$ cat config.mk
export PLATFORM = sky130hd
export DESIGN_NAME = alu_mdu_controller
export DESIGN_NICKNAME = d
export VERILOG_FILES = /design/src/rtl/alu_pkg.sv /design/src/rtl/mdu_iter_core.sv /design/src/rtl/alu_mdu_controller.sv
export SDC_FILE = /design/constraint.sdc
export NUM_CORES = 1
export LEC_CHECK = 0
export CORE_ASPECT_RATIO = 0.5
export CORE_MARGIN = 4
export CORE_UTILIZATION = 25
export DETAILED_ROUTE_END_ITERATION = 7
export SETUP_SLACK_MARGIN = 0.5
export SLEW_MARGIN = 20
export SYNTH_ARGS = -nofsm -noshare
export SYNTH_HDL_FRONTEND = slang
export SYNTH_SLANG_ARGS = --single-unit
$ cat constraint.sdc
create_clock -name clk -period 10.05 [get_ports clk]
set_input_delay 1.005 -clock clk [delete_from_list [all_inputs] [get_ports clk]]
set_output_delay 1.005 -clock clk [all_outputs]
set_load 0.02 [all_outputs]
$ cat src/rtl/alu_pkg.sv
// alu_pkg: opcode enums, FSM states and instruction-class constants for alu_mdu_controller.
package alu_pkg;
  typedef enum logic [3:0] {
    ALU_ADD     = 4'd0,
    ALU_SUB     = 4'd1,
    ALU_AND     = 4'd2,
    ALU_OR      = 4'd3,
    ALU_XOR     = 4'd4,
    ALU_U_LOWER = 4'd9,
    ALU_S_LOWER = 4'd10,
    ALU_SLL     = 4'd13,
    ALU_SRL     = 4'd14,
    ALU_SRA     = 4'd15
  } alu_op_e;

  typedef enum logic [2:0] {
    MDU_MUL    = 3'b000,
    MDU_MULH   = 3'b001,
    MDU_MULHSU = 3'b010,
    MDU_MULHU  = 3'b011,
    MDU_DIV    = 3'b100,
    MDU_DIVU   = 3'b101,
    MDU_REM    = 3'b110,
    MDU_REMU   = 3'b111
  } mdu_op_e;

  typedef enum logic [1:0] {
    IDLE = 2'd0,
    CALC = 2'd1,
    DONE = 2'd2
  } mdu_state_e;

  localparam logic [3:0] OPT_OP    = 4'b0110;
  localparam logic [3:0] OPT_OPIMM = 4'b0010;
  localparam logic [6:0] F7_MULDIV = 7'b0000001;
endpackage

$ cat src/rtl/mdu_iter_core.sv
// mdu_iter_core: radix-2 shift-add multiply / restoring divide on magnitudes, one bit per cycle.
// Runs XLEN cycles after i_start, o_done marks the last iteration; no backpressure, i_abort stops it.
module mdu_iter_core #(
  parameter int XLEN  = 32,
  parameter int CNT_W = $clog2(XLEN) + 1
) (
  input  logic            clk,
  input  logic            rst,
  input  logic            i_start,
  input  logic            i_abort,
  input  logic            i_is_div,
  input  logic [XLEN-1:0] i_a_mag,
  input  logic [XLEN-1:0] i_b_mag,
  output logic            o_done,
  output logic [XLEN-1:0] o_hi,
  output logic [XLEN-1:0] o_lo
);
  logic [XLEN-1:0]  r_hi, r_lo, r_b;
  logic [CNT_W-1:0] r_cnt;
  logic             r_is_div;
  logic [XLEN:0]    w_sum, w_shift, w_diff;
  logic [XLEN-1:0]  w_hi_nxt, w_lo_nxt;

  // r_lo starts as multiplier/dividend and is shifted out as product-low/quotient bits arrive
  always_comb begin
    w_sum   = {1'b0, r_hi} + (r_lo[0] ? {1'b0, r_b} : '0);
    w_shift = {r_hi, r_lo[XLEN-1]};
    w_diff  = w_shift - {1'b0, r_b};
    if (r_is_div) begin
      if (w_diff[XLEN]) begin
        w_hi_nxt = w_shift[XLEN-1:0];
        w_lo_nxt = {r_lo[XLEN-2:0], 1'b0};
      end else begin
        w_hi_nxt = w_diff[XLEN-1:0];
        w_lo_nxt = {r_lo[XLEN-2:0], 1'b1};
      end
    end else begin
      w_hi_nxt = w_sum[XLEN:1];
      w_lo_nxt = {w_sum[0], r_lo[XLEN-1:1]};
    end
  end

  always_ff @(posedge clk or posedge rst) begin
    if (rst) begin
      r_hi     <= '0;
      r_lo     <= '0;
      r_b      <= '0;
      r_cnt    <= '0;
      r_is_div <= 1'b0;
    end else if (i_abort) begin
      r_cnt <= '0;
    end else if (i_start) begin
      r_hi     <= '0;
      r_lo     <= i_a_mag;
      r_b      <= i_b_mag;
      r_cnt    <= CNT_W'(XLEN);
      r_is_div <= i_is_div;
    end else if (r_cnt != '0) begin
      r_hi  <= w_hi_nxt;
      r_lo  <= w_lo_nxt;
      r_cnt <= r_cnt - CNT_W'(1);
    end
  end

  assign o_done = (r_cnt == CNT_W'(1));
  assign o_hi   = r_hi;
  assign o_lo   = r_lo;
endmodule

$ cat src/rtl/alu_mdu_controller.sv
// alu_mdu_controller: combinational base-ALU decode plus handshaked RV32M/RV64M unit (MDU_FAST_MUL_EN: 1-cycle MUL).
// Latency XLEN+1 (1 for div-by-zero/overflow/fast MUL); ready_out low while busy, valid_in ignored until IDLE.
module alu_mdu_controller
  import alu_pkg::*;
#(
  parameter  int XLEN  = 32,
  localparam int CNT_W = $clog2(XLEN) + 1
) (
  input  logic            clk,
  input  logic            rst,
  input  logic            valid_in,
  output logic            ready_out,
  input  logic            flush,
  input  logic [6:0]      func_7_bits,
  input  logic [2:0]      func_3_bits,
  input  logic [3:0]      alu_option,
  input  logic [XLEN-1:0] operand_a,
  input  logic [XLEN-1:0] operand_b,
  output logic [3:0]      alu_operation,
  output logic            is_mdu,
  output logic [XLEN-1:0] mdu_result,
  output logic            result_valid,
  output logic            busy
);
  localparam logic [XLEN-1:0] MOST_NEG = {1'b1, {(XLEN-1){1'b0}}};

  mdu_state_e        r_state, w_state_nxt;
  mdu_op_e           r_op, w_op;
  alu_op_e           w_alu;
  logic              r_neg_q, r_neg_r, r_spec;
  logic [XLEN-1:0]   r_spec_val, r_result;
  logic              w_accept, w_a_sgn, w_b_sgn, w_neg_a, w_neg_b;
  logic              w_div_zero, w_div_ovf, w_fast_mul, w_to_done, w_core_done;
  logic [XLEN-1:0]   w_a_mag, w_b_mag, w_spec_val, w_hi, w_lo, w_q, w_r, w_fix;
  logic [2*XLEN-1:0] w_prod_it;

  assign w_op = mdu_op_e'(func_3_bits);

  always_comb begin
    is_mdu = (alu_option == OPT_OP) && (func_7_bits == F7_MULDIV);
    w_alu  = ALU_ADD;
    if (!is_mdu && (alu_option == OPT_OP || alu_option == OPT_OPIMM)) begin
      case (func_3_bits)
        3'b000:  w_alu = (alu_option == OPT_OP && func_7_bits[5]) ? ALU_SUB : ALU_ADD;
        3'b001:  w_alu = ALU_SLL;
        3'b010:  w_alu = ALU_S_LOWER;
        3'b011:  w_alu = ALU_U_LOWER;
        3'b100:  w_alu = ALU_XOR;
        3'b101:  w_alu = func_7_bits[5] ? ALU_SRA : ALU_SRL;
        3'b110:  w_alu = ALU_OR;
        default: w_alu = ALU_AND;
      endcase
    end
  end
  assign alu_operation = w_alu;

`ifdef MDU_FAST_MUL_EN
  logic [2*XLEN-1:0] w_fast_prod;
`endif

  // Operand signedness per funct3: MUL family rs1 signed except MULHU, rs2 signed for MUL/MULH; DIV/REM signed
  always_comb begin
    w_a_sgn    = func_3_bits[2] ? !func_3_bits[0] : (func_3_bits[1:0] != 2'b11);
    w_b_sgn    = func_3_bits[2] ? !func_3_bits[0] : !func_3_bits[1];
    w_neg_a    = w_a_sgn & operand_a[XLEN-1];
    w_neg_b    = w_b_sgn & operand_b[XLEN-1];
    w_a_mag    = w_neg_a ? -operand_a : operand_a;
    w_b_mag    = w_neg_b ? -operand_b : operand_b;
    w_div_zero = func_3_bits[2] && (operand_b == '0);
    w_div_ovf  = func_3_bits[2] && !func_3_bits[0] && (operand_a == MOST_NEG) && (operand_b == '1);
    w_spec_val = func_3_bits[1] ? (w_div_zero ? operand_a : '0) : (w_div_zero ? '1 : MOST_NEG);
    w_fast_mul = 1'b0;
`ifdef MDU_FAST_MUL_EN
    w_fast_prod = {{XLEN{w_neg_a}}, operand_a} * {{XLEN{w_neg_b}}, operand_b};
    if (!func_3_bits[2]) begin
      w_fast_mul = 1'b1;
      w_spec_val = (func_3_bits[1:0] == 2'b00) ? w_fast_prod[XLEN-1:0] : w_fast_prod[2*XLEN-1:XLEN];
    end
`endif
    w_to_done  = w_div_zero | w_div_ovf | w_fast_mul;
  end

  assign w_accept = (r_state == IDLE) && valid_in && is_mdu && !flush;

  always_ff @(posedge clk or posedge rst) begin
    if (rst) r_state <= IDLE;
    else     r_state <= w_state_nxt;
  end

  always_comb begin
    w_state_nxt  = r_state;
    ready_out    = 1'b0;
    busy         = 1'b0;
    result_valid = 1'b0;
    case (r_state)
      IDLE: begin
        ready_out = 1'b1;
        if (w_accept) w_state_nxt = w_to_done ? DONE : CALC;
      end
      CALC: begin
        busy = 1'b1;
        if (w_core_done) w_state_nxt = DONE;
      end
      DONE: begin
        busy         = 1'b1;
        result_valid = !flush;
        w_state_nxt  = IDLE;
      end
      default: w_state_nxt = IDLE;
    endcase
    if (flush) w_state_nxt = IDLE;
  end

  mdu_iter_core #(.XLEN(XLEN), .CNT_W(CNT_W)) u_core (
    .clk      (clk),
    .rst      (rst),
    .i_start  (w_accept && !w_to_done),
    .i_abort  (flush),
    .i_is_div (func_3_bits[2]),
    .i_a_mag  (w_a_mag),
    .i_b_mag  (w_b_mag),
    .o_done   (w_core_done),
    .o_hi     (w_hi),
    .o_lo     (w_lo)
  );

  always_comb begin
    w_prod_it = {w_hi, w_lo};
    if (r_neg_q) w_prod_it = -w_prod_it;
    w_q = r_neg_q ? -w_lo : w_lo;
    w_r = r_neg_r ? -w_hi : w_hi;
    case (r_op)
      MDU_MUL:                         w_fix = w_prod_it[XLEN-1:0];
      MDU_MULH, MDU_MULHSU, MDU_MULHU: w_fix = w_prod_it[2*XLEN-1:XLEN];
      MDU_DIV, MDU_DIVU:               w_fix = w_q;
      default:                         w_fix = w_r;
    endcase
    if (r_spec) w_fix = r_spec_val;
  end

  always_ff @(posedge clk or posedge rst) begin
    if (rst) begin
      r_op       <= MDU_MUL;
      r_neg_q    <= 1'b0;
      r_neg_r    <= 1'b0;
      r_spec     <= 1'b0;
      r_spec_val <= '0;
      r_result   <= '0;
    end else begin
      if (w_accept) begin
        r_op       <= w_op;
        r_neg_q    <= w_neg_a ^ w_neg_b;
        r_neg_r    <= w_neg_a;
        r_spec     <= w_to_done;
        r_spec_val <= w_spec_val;
      end
      if (result_valid) r_result <= w_fix;
    end
  end

  // The fixed-up value is shown live in DONE and held afterwards
  assign mdu_result = result_valid ? w_fix : r_result;
endmodule

; Word-level counts from Yosys, hierarchy flattened
; Cells that the tools add are included.
[word_totals]
register_bits = 175
latchBits = 0
ram_bits = 0
romBits = 0
input_bits = 82
output_inout_bits = 40
elab_cells = 114
n_memories = 0
[classes]
n_addsub = 8
n_mul = 0
div_mod_pow = 0
magnitude_cmp = 0
eq_ne = 22
shifts = 0
muxes = 37
bitwise = 5
reduce_logical = 30
[op_table]
columns = op, n
row1 = $mux W32, 16
row2 = $neg A32 Y32, 4
row3 = $pmux W32 S3, 1
row4 = $eq A32 B32 Y1 const B, 2
row5 = $mux W64, 1
row6 = $neg A64 Y64, 1
row7 = $add A32 B33 Y33, 1
row8 = $sub A33 B32 Y33, 1
row9 = $logic_not A32 Y1, 1
row10 = $mux W31, 1
row11 = $pmux W4 S7, 1
row12 = $mux W6, 3
row13 = $eq A3 B3 Y1 const B, 5
row14 = $eq A3 B2 Y1 const B, 4
row15 = $logic_and A1 B1 Y1, 11
row16 = $mux W1, 8
row17 = $mux W2, 4
row18 = $eq A7 B1 Y1 const B, 1
row19 = $eq A3 B1 Y1 const B, 2
row20 = $eq A6 B1 Y1 const B, 1
row21 = $logic_not A3 Y1, 2
row22 = $reduce_and A2 Y1, 3
row23 = $reduce_bool A6 Y1, 1
row24 = $sub A6 B1 Y6 const B, 1
row25 = 20 further kinds, 26

; Depth between registers and ports, before layout
; Gate-level depths: netlist of the first run.
[depth]
ltp_word = 9
ltp_mapped = 15
depth_no_buf = 13

; Cells and area by module
; Synthesis of the first run repeated with hierarchy kept, for this count alone.
[unflattened]
hier_cells = 2192
area_unflattened_um2 = 16764.8
[modules_own_cells]
columns = module, n_inst, cells_each, area_per_inst_um2, seq_area_each_um2
row1 = mdu_iter_core, 1, 1101, 8719.6, 2577.5
row2 = alu_mdu_controller, 1, 1091, 8045.2, 1801.7

; Least setup slack after synthesis of the first run
; Ideal clock, no wire load.
[synth_path]
path_kind = reg2out
startpoint = register u_core.r_lo[0] (netlist: u_core.o_lo[0])
endpoint = output mdu_result[26]
arrival_time_ns = 3.589
required_ns = 9.045
slack_ns = 5.456
stages_incl_launch_ff = 14
path_buffers = 3
cell_sequence = dfrtp_1 clkbuf_1 inv_1 clkbuf_1 ha_1 nor2b_1 nand4b_1 or3_1 clkbuf_1 or3_1 o41ai_1 xnor2_1 a21oi_1 o31ai_1
[synth_via]
elab_chain_cells = 5
word_cells_on_any_way = 7
cone_classes = add/sub: 2 / mux: 5
[synth_rtl]
columns = item, line_no
row1 = from (decl), mdu_iter_core.sv:18  ; logic [XLEN-1:0] r_hi, r_lo, r_b;
row2 = from (signal assigned), mdu_iter_core.sv:54  ; r_lo <= i_a_mag;
row3 = from (signal assigned), mdu_iter_core.sv:60  ; r_lo <= w_lo_nxt;
row4 = $neg A64 Y64 / $neg A32 Y32 (equally long branches), "alu_mdu_controller.sv:129, alu_mdu_controller.sv:130"
row5 = $mux W64 / $mux W32 (equally long branches), "alu_mdu_controller.sv:129, alu_mdu_controller.sv:130"
row6 = $pmux W32 S3 (*), alu_mdu_controller.sv:132  ; case (r_op)
row7 = $mux W32 (*), alu_mdu_controller.sv:138  ; if (r_spec) w_fix = r_spec_val;
row8 = $mux W32 (*), -
row9 = to (decl), alu_mdu_controller.sv:21  ; output logic [XLEN-1:0] mdu_result,
; Mark *: on every way between the ends. The rest lies on a longest branch, timed or not.

; Worst setup path in the final report of the first run
; Ends and elaborated chain as after synthesis.

==> results of run 1 <==
state kept, by name (all words and copies together) (netlist names):
register         count
u_core.o_hi         32
u_core.r_cnt         6
r_neg_r              1
r_neg_q              1
r_spec_val          32
u_core.o_lo         32
u_core.r_b          32
r_state              2
r_result            32
u_core.r_is_div      1
r_op                 3
r_spec               1
kinds of logic (layout without fill, tap and decap cells):
group | Yosys count | count (layout) | share of synthesized area, %
simple gates | 704 | 704 | 21.37
compound gates | 644 | 644 | 25.31
buf+inv | 218 | 248 | 5.361
xor+xnor | 193 | 193 | 10.65
flops | 175 | 175 | 27.59
fa+ha+maj | 76 | 76 | 6.086
mux | 57 | 57 | 3.626
synth_stat cells (42+ instances only):
library cell and n:
mux2i_1 53, nor2_1 130, xnor2_1 102, inv_1 73, o21ai_0 214, ha_1 74
xor2_1 91, clkbuf_1 122, dfrtp_1 175, nand2_1 281, o31ai_1 60, a21oi_1 149
nor2b_1 42
worst paths after layout:
kind	startpoint	endpoint	slack, ns
hold / removal	r_spec_val[3]	r_spec_val[3]	0.48
min in group asynchronous	rst	r_spec_val[10]	0.96
max in group asynchronous	rst	r_neg_r	7.79
hold reg to reg	r_spec_val[3]	r_spec_val[3]	0.48
setup / recovery	u_core.o_lo[0]	mdu_result[26]	3.69
setup reg to reg	u_core.o_lo[0]	u_core.o_hi[24]	5.32
final cells by class:
class	instances	area, sq um
fillers	6679	43650
inverters	73	279.0
repair buffers	143	1376
clock buffers	17	425.4
flip-flops and latches	175	4382
clock inverters	15	168.9
well taps	825	1032
multi-input cells	1674	10660
through the flow:
stage	instance area [sq um]	power, mW
2_1_floorplan	15870	2.634
3_3_place_gp	17730	3.309
3_5_place_dp	17730	3.323
4_1_cts	18330	4.028
5_1_grt	18330	4.358
6_report	18330	4.089
power by group through the flow:
stage               Clock [mW]  Sequential, mW  Combinational (mW)
finish                   0.694           0.957                2.44
global route             0.736           0.968                2.65
CTS                      0.706           0.948                2.37
detailed placement           0           0.963                2.36
global placement             0           0.960                2.35
floorplan                    0           0.863                1.77
critical path: stages (launching register included):
cell	delay [ns]
dfrtp_1	0.46
inv_1	0.75
ha_1	0.33
nor2b_1	0.22
nand4b_1	0.17
or3_1	0.55
or3_1	0.62
o41ai_1	0.48
xnor2_1	0.16
a21oi_1	0.08
o31ai_1	0.37
clkdlybuf4s50_1	0.69
layer usage:
layer,vias to the layer above,wire length (microns),GRT usage (%)
met3,96,4572,4.190
met4,6,1583,5.758
met5,-,34,0
li1,7469,-,-
met1,7601,26500,23.11
met2,583,24920,25.04
==> out/results.tsv, run 1 <==
metric	value	unit
status	finished clean	
io_buffer_count	121	
ir_drop	0.0001425	V
clock_latency	0.47	ns
synth.top_cell.area_share	27.59	%
hold_class	register to register	
fp.coreArea	61980	sq um
cts_resized	0	
setup_viol	0	
critical_path_required	9.05	ns
vias	15760	
drcViolationCount	0	
period_needed	6.356	ns
ys_seq_area_share	27.59	%
cts.htree.levels	4	
mostFrequentLayoutCells	nand2_1 (281), o21ai_0 (214), dfrtp_1 (173), a21oi_1 (148), nor2_1 (130)	
clkSinkCount	175	
cap_violations	0	
ant_nets	0	
clockBufferDepth	2	
grt_pass1_wl	87870	microns
slew_viol_final	0	
intPower	2.025	mW
placed_cells	2890	
wl	57610	microns
floorplan.initialDensity	25.61	%
worst_pin_slew	1.018	ns
setup_tns	0	ns
fin_nets	2242	
whs	0.4815	ns
antenna_cells	0	
syn_area_per_cell	7.679	sq um
pwr_density_cell	223.2	nW/um^2
area_growth	15.46	%
grt-ovfl-total	0	
synth_largest_area_cell	dfrtp_1	
hold_viol_final	0	
power_leakage	7.459	nW
place.gp.congestion	0.9556	
critPathKind	register to output pin	
synth_async_sr_flop_share	100.0	%
root_buffer	clkbuf_16	
post-cts-setup-buffer-count	0	
p_comb_share	59.6	%
syn-cell-area	15870	sq um
period_share	63.24	%
grt_pass1_vias	14550	
ys_ff_latch	175	
antenna_found_initial	3	
critPathCaptureType	output pin	
layout.cells.non_filler	2922	
synth-edff-count	0	
synth_ff_type	dfrtp_1	
die_x	364.3	microns
clk_pin_slew	0.08	ns
clkPwrFrac	17.0	%
cts_hold_buf	0	
cts_tree	built	
rows	64	
fmaxAchievable	157.3	MHz
p_seq_share	23.4	%
cp-start-kind	register	
dieHeight	186.2	microns
dieArea	67830	sq um
drive_gt1_share	4.244	%
cts_buffers	17	
first_pass_iters	6	
synth.top_cells.by_area	dfrtp_1 (28%), o21ai_0 (6.7%), nand2_1 (6.6%)	
drt-initial-drc-count	1711	
worstRegToRegCells	12	
p_sw_share	50.49	%
rsz0062_at_grt	no	
fin_skew	0.01149	ns
synth_cell_types	72	
final_util	29.57	%
syn-num-nets	2225	
dp_hpwl	44640	microns
cp.arrival	5.35	ns
vias_per_cell	5.392	
grt_max_degree	83	
ios	122	
slew_headroom	31.98	%
syn_inst	2067	
final_common_cell	nand2_1	
post_drt_wl_per_cell	19.72	microns
hold_depth	2	
grt_use_total	16.59	%
setup_slack	3.694	ns
switching_power	2.065	mW
yosys_warnings	0	
post-place-ws	4.066	ns
crit_fanout	32	
(Power assumes the default switching activity.)
==> run 2, diff against run 1 <==
==> constraint.sdc (replaced) <==
create_clock -name clk -period 5.55 [get_ports clk]
set_input_delay 0.555 -clock clk [delete_from_list [all_inputs] [get_ports clk]]
set_output_delay 0.555 -clock clk [all_outputs]
set_load 0.02 [all_outputs]
==> run 2 against run 1 <==
First-iteration DRC count is 20% lower; count of clock-buffer cells in the layout unchanged; die area stayed put; critical path type unchanged; sequential cell count unchanged; largest cell class unchanged; largest power group unchanged; global-route usage about the same.
==> out/results.tsv, run 2 (synthesized netlist as in run 1, its figures left out) <==
metric	value	unit	change
grt_pass1_wl	88210	microns	+0.38%
placed_cells	2901		+0.38%
p_sw_share	49.90	%	-0.59 points
vias	15780		+0.14%
fmaxAchievable	205.8	MHz	
setup_tns	0	ns	unchanged
worstRegToRegCells	13		+1
fin_nets	2254		+0.54%
status	finished clean		
worst_pin_slew	0.9912	ns	-0.02658 ns
critPathSlowestCell	or4b_2		
vias_per_cell	5.375		-0.30%
clockBufferDepth	2		unchanged
fp.coreArea	61980	sq um	unchanged
antenna_found_initial	1		-2
hold_viol_final	0		unchanged
met2_usage	25.20	%	+0.16 points
cp-start-kind	register		
mostFrequentLayoutCells	nand2_1 (281), o21ai_0 (213), dfrtp_1 (172), a21oi_1 (148), nor2_1 (130)		
root_buffer	clkbuf_16		
cts_tree	built		
power_leakage	7.615	nW	+2.1%
grt_pass1_vias	14790		+1.6%
hold_class	primary input to async pin		
gr-max-usage-layer	met2		
clock_latency	0.46	ns	about the same
floorplan.initialDensity	25.61	%	unchanged
clkSinkCount	175		unchanged
dieHeight	186.2	microns	unchanged
grt_use_total	16.63	%	+0.036 points
place.gp.congestion	0.9470		-0.90%
cts.htree.levels	4		unchanged
slowest_delay	0.65	ns	-0.10 ns
wl	57560	microns	about the same
whs	0.4590	ns	-0.02247 ns
drcViolationCount	0		unchanged
final_util	29.88	%	+0.31 points
rows	64		unchanged
drive_gt1_share	5.405	%	+1.2 points
grt_max_degree	101		+22%
cp_num_buf_inv	1		-1
grtUsageMet1	23.09	%	about the same
io_buffer_count	121		unchanged
crit_fanout	11		-66%
clkPwrFrac	16.8	%	-0.2 points
r2r_end	u_core.o_hi[31]		
fill_cells	6670		-0.13%
intPower	3.803	mW	+88%
ir_drop	0.0003089	V	+120%
rsz0062_at_grt	no		
cpLargestDelayFamily	simple AND/OR/NAND/NOR gates		
clk_pin_slew	0.08	ns	about the same
dieArea	67830	sq um	unchanged
first_pass_iters	6		unchanged
p_seq_share	22.5	%	-0.9 points
area_growth	16.67	%	
critical_path_required	4.99	ns	-4.06 ns
pwr_density_cell	410.0	nW/um^2	+84%
post_drt_wl_per_cell	19.61	microns	-0.53%
p_comb_share	60.7	%	+1.1 points
critPathCaptureType	output pin		
r2r_start	u_core.o_lo[0]		
grt-ovfl-total	0		unchanged
slew_headroom	33.92	%	+1.9 points
layout.cells.non_filler	2935		+0.44%
ant_nets	0		unchanged
die_x	364.3	microns	unchanged
cap_violations	0		unchanged
cts_buffers	17		unchanged
timing.critical_path.cells	or4_1, or3_1, or4b_2, o21ai_0, xnor2_1, a221oi_1, o21ai_0, nand3_1, clkdlybuf4s50_1		
use_met3	4.648	%	+0.46 points
period_share	87.55	%	
final_common_cell	nand2_1		
cp.arrival	4.30	ns	-1.05 ns
period_needed	4.859	ns	
critPathKind	register to output pin		
ff2ff_setup_slack	1.47	ns	-3.85 ns
slew_viol_final	0		unchanged
drt-initial-drc-count	1367		-20%
crit_top_cell	o21ai_0		
fin_skew	0.01136	ns	-0.0001368 ns
switching_power	3.788	mW	+83%
ios	122		unchanged
dp_hpwl	44240	microns	-0.90%
setup_viol	0		unchanged
-- run 2: worst reg2reg max path, delay by kind of cell (launching register included) --
kind                     cells  cell delay, ns
AND/OR/NAND/NOR              1            0.11
AO/OA/AOI/OAI                9            2.59
flip-flops                   1            0.47
adder cells (fa/ha/maj)      1            0.39
buffers and inverters        2            0.44
-- run 2: power groups by stage --
stage	Combinational [mW]	Clock, mW	Sequential, mW
finish	4.61	1.28	1.71
global route	5.01	1.36	1.74
CTS	4.43	1.31	1.70
detailed placement	4.34	0	1.72
global placement	4.33	0	1.71
floorplan	3.21	0	1.56
-- run 2: repair_timing --
item / in CTS / in global routing
resized for setup: 7 / 12
hold buffers: 0 / 0
pin swaps: 1 / 1
setup endpoints to repair: 9 / 15
gates cloned: 0 / 0
setup buffers: 1 / 0
-- run 2: cell type report --
type                       count  area [sq um]  area share (%)
multi-input combinational   1674         10730           57.96
sequential                   175          4383           23.67
timing repair buffer         155          1488           8.034
tap                          825          1032           5.575
clock buffer                  17         425.4           2.297
inverter                      73         277.8           1.500
clock inverter                15         176.4          0.9528
antenna                        1         2.502         0.01351
-- run 2: stage by stage --
step	power, mW	cell area, sq um	worst slack (ns)
2_1_floorplan	4.770	15880	1.406
3_3_place_gp	6.038	17820	0.7717
3_5_place_dp	6.060	17820	0.7581
4_1_cts	7.431	18460	0.4399
5_1_grt	8.116	18510	0.5154
6_report	7.592	18520	0.6910
-- run 2: routing by layer --
metal	wire length, microns	up-vias
li1	-	7523
met2	25130	595
met4	1374	2
met1	26150	7581
met5	10	-
met3	4902	76
-- run 2: worst max-delay path by stage --
stage,startpoint,endpoint,depth (start not counted)
final,u_core.o_hi[10],mdu_result[25],9
after global routing,u_core.o_lo[9],mdu_result[31],10
after CTS,u_core.o_hi[0],mdu_result[24],12
after detailed placement,u_core.o_hi[0],mdu_result[24],12
after global placement,u_core.o_hi[0],mdu_result[24],12
after floorplan,u_core.o_lo[0],mdu_result[26],13
==> run 3, diff against run 2 <==
--- a/config.mk
+++ b/config.mk
@@ -7,8 +7,9 @@
 export LEC_CHECK = 0
 export CORE_ASPECT_RATIO = 0.5
 export CORE_MARGIN = 4
-export CORE_UTILIZATION = 25
+export CORE_UTILIZATION = 55
 export DETAILED_ROUTE_END_ITERATION = 7
+export PLACE_DENSITY = 0.79
 export SETUP_SLACK_MARGIN = 0.5
 export SLEW_MARGIN = 20
 export SYNTH_ARGS = -nofsm -noshare
==> run 3 against run 2 <==
Critical path depth increased by 3; sequential power about the same; via count increased by 3.5%; combinational power decreased by 2%; largest cell class unchanged; highest routed layer unchanged.
==> out/results.tsv, run 3 (synthesized netlist as in run 1, its figures left out) <==
metric	value	unit	change
grt_use_total	34.33	%	+18 points
fp.coreArea	28030	sq um	-55%
intPower	3.818	mW	+0.38%
drcViolationCount	0		unchanged
clockBufferDepth	2		unchanged
mostFrequentLayoutCells	nand2_1 (281), o21ai_0 (212), dfrtp_1 (173), a21oi_1 (148), nor2_1 (129)		
grt-ovfl-total	0		unchanged
critPathKind	register to output pin		
p_comb_share	59.9	%	-0.8 points
drt-initial-drc-count	2273		+66%
placed_cells	2460		-15%
fin_nets	2256		+0.089%
grt_pass1_wl	85910	microns	-2.6%
ant_nets	0		unchanged
cts_buffers	17		unchanged
dp_hpwl	40320	microns	-8.9%
slew_viol_final	0		unchanged
layout.cells.non_filler	2493		-15%
cts.htree.levels	4		unchanged
fin_skew	0.01929	ns	+0.007937 ns
clock_latency	0.47	ns	about the same
use_met3	8.088	%	+3.4 points
antenna_cells	0		-1
cts_tree	built		
gr-max-usage-layer	met1		
grt_max_degree	172		+70%
p_seq_share	22.7	%	+0.2 points
cp-start-kind	register		
rows	43		-33%
antenna_found_initial	3		+2
ir_drop	0.0003390	V	+9.7%
period_needed	4.875	ns	+0.01550 ns
hold_viol_final	0		unchanged
met2_usage	50.23	%	+25 points
hold_class	primary input to async pin		
setup_viol	0		unchanged
dieHeight	128.1	microns	-31%
r2r_start	u_core.o_lo[0]		
crit_fanout	8		-3
io_buffer_count	121		unchanged
power_leakage	7.616	nW	about the same
die_x	248.2	microns	-32%
final_common_cell	nand2_1		
slew_headroom	23.34	%	-11 points
cts_hold_buf	0		unchanged
vias	16320		+3.5%
switching_power	3.737	mW	-1.3%
vias_per_cell	6.548		+22%
period_share	87.83	%	+0.28 points
worst_pin_slew	1.150	ns	+0.1586 ns
fmaxAchievable	205.1	MHz	-0.32%
setup_tns	0	ns	unchanged
pwr_density_cell	420.2	nW/um^2	+2.5%
grtUsageMet1	50.61	%	+28 points
dieArea	31800	sq um	-53%
wl	54680	microns	-5.0%
first_pass_iters	6		unchanged
cap_violations	0		unchanged
ios	122		unchanged
clk_pin_slew	0.07	ns	about the same
drive_gt1_share	5.353	%	-0.052 points
floorplan.initialDensity	56.62	%	+31 points
place.gp.congestion	1.029		+8.7%
critPathCaptureType	output pin		
critical_path_required	4.99	ns	about the same
area_growth	13.28	%	
status	finished clean		
critPathSlowestCell	clkdlybuf4s50_1		
clkSinkCount	175		unchanged
slowest_delay	0.66	ns	about the same
grt_pass1_vias	15050		+1.8%
p_sw_share	49.47	%	-0.44 points
clkPwrFrac	17.4	%	+0.6 points
cp.arrival	4.32	ns	+0.02 ns
rsz0062_at_grt	yes		
post_drt_wl_per_cell	21.93	microns	+12%
timing.critical_path.cells	inv_1, ha_1, nor2b_1, nand4b_1, or3_1, nand2b_1, o41ai_1, xor2_1, o21ai_1, o21ai_0, o21ai_0, clkdlybuf4s50_1		
root_buffer	clkbuf_16		
crit_top_cell	o21ai_0		
cp-startpoint	u_core.o_lo[0]		
[run 3: cell count changes in the layout (fill, tap and decap cells not counted), sizes merged]
cell and change:
dlygate4sd2 -1, dlymetal6s2s -1, bufinv +1, clkdlybuf4s50 +1, clkbuf +2, clkinv -2
diode -1, buf +2
[run 3: timing repair]
item                                   4_1_cts  5_1_grt
setup endpoints to repair                    4       10
buffers inserted                             0        1
endpoints found under the hold margin        0        0
pin swaps                                    0        1
gates resized for setup                      7       10
[run 3: final cells by class]
class / count / area (sq um)
multi-input combinational: 1674 / 10720
fill: 2422 / 10050
sequential: 175 / 4382
timing repair buffer: 157 / 1496
tap: 382 / 478.0
clock buffer: 18 / 429.2
inverter: 73 / 277.8
clock inverter: 14 / 197.7
[run 3: worst paths after layout]
| kind | slack [ns] | to | cells after the start |
|---|---|---|---|
| max | 0.68 | mdu_result[22] | 12 |
| min | 0.36 | u_core.o_hi[31] | 2 |
| max reg2reg | 1.12 | u_core.o_hi[31] | 13 |
| min reg2reg | 0.47 | r_result[28] | 2 |
| max in group asynchronous | 3.91 | u_core.o_hi[17] | 3 |
| min in group clk | 0.47 | r_result[28] | 2 |
[run 3: power by group through the flow]
stage / Combinational (mW) / Clock [mW] / Sequential (mW)
floorplan: 3.21 / 0 / 1.56
global placement: 4.24 / 0 / 1.70
detailed placement: 4.25 / 0 / 1.71
CTS: 4.33 / 1.33 / 1.69
global route: 4.86 / 1.38 / 1.73
finish: 4.53 / 1.32 / 1.71
[run 3: metrics by stage]
stage                     hold WS [ns]  util, %  setup WS [ns]  power, mW  cell area (sq um)
after floorplan                 0.4408        -          1.406      4.770              15880
after global placement          0.4544    61.67         0.7604      5.940              17290
after detailed placement        0.4622    61.67         0.7604      5.965              17290
after CTS                       0.3441    64.03         0.5558      7.351              17950
after global routing            0.3619    64.14         0.4210      7.984              17980
final                           0.3592    64.14         0.6755      7.555              17980
[run 3: per-layer routing]
layer | part of all wire [%] | wire (microns)
met1 | 44 | 23900
met2 | 42 | 23040
met3 | 11 | 6264
met4 | 2.7 | 1455
met5 | 0.024 | 13
[run 3: critical path: cells and delay by family (launching register included)]
| kind | cells | cell delay [ns] |
|---|---|---|
| AOI/OAI and AO/OA | 4 | 1.04 |
| xor gates and xnor gates | 1 | 0.13 |
| adders and majority gates | 1 | 0.20 |
| buffers and inverters | 2 | 0.78 |
| DFF | 1 | 0.49 |
| and+or+nand+nor | 4 | 1.22 |
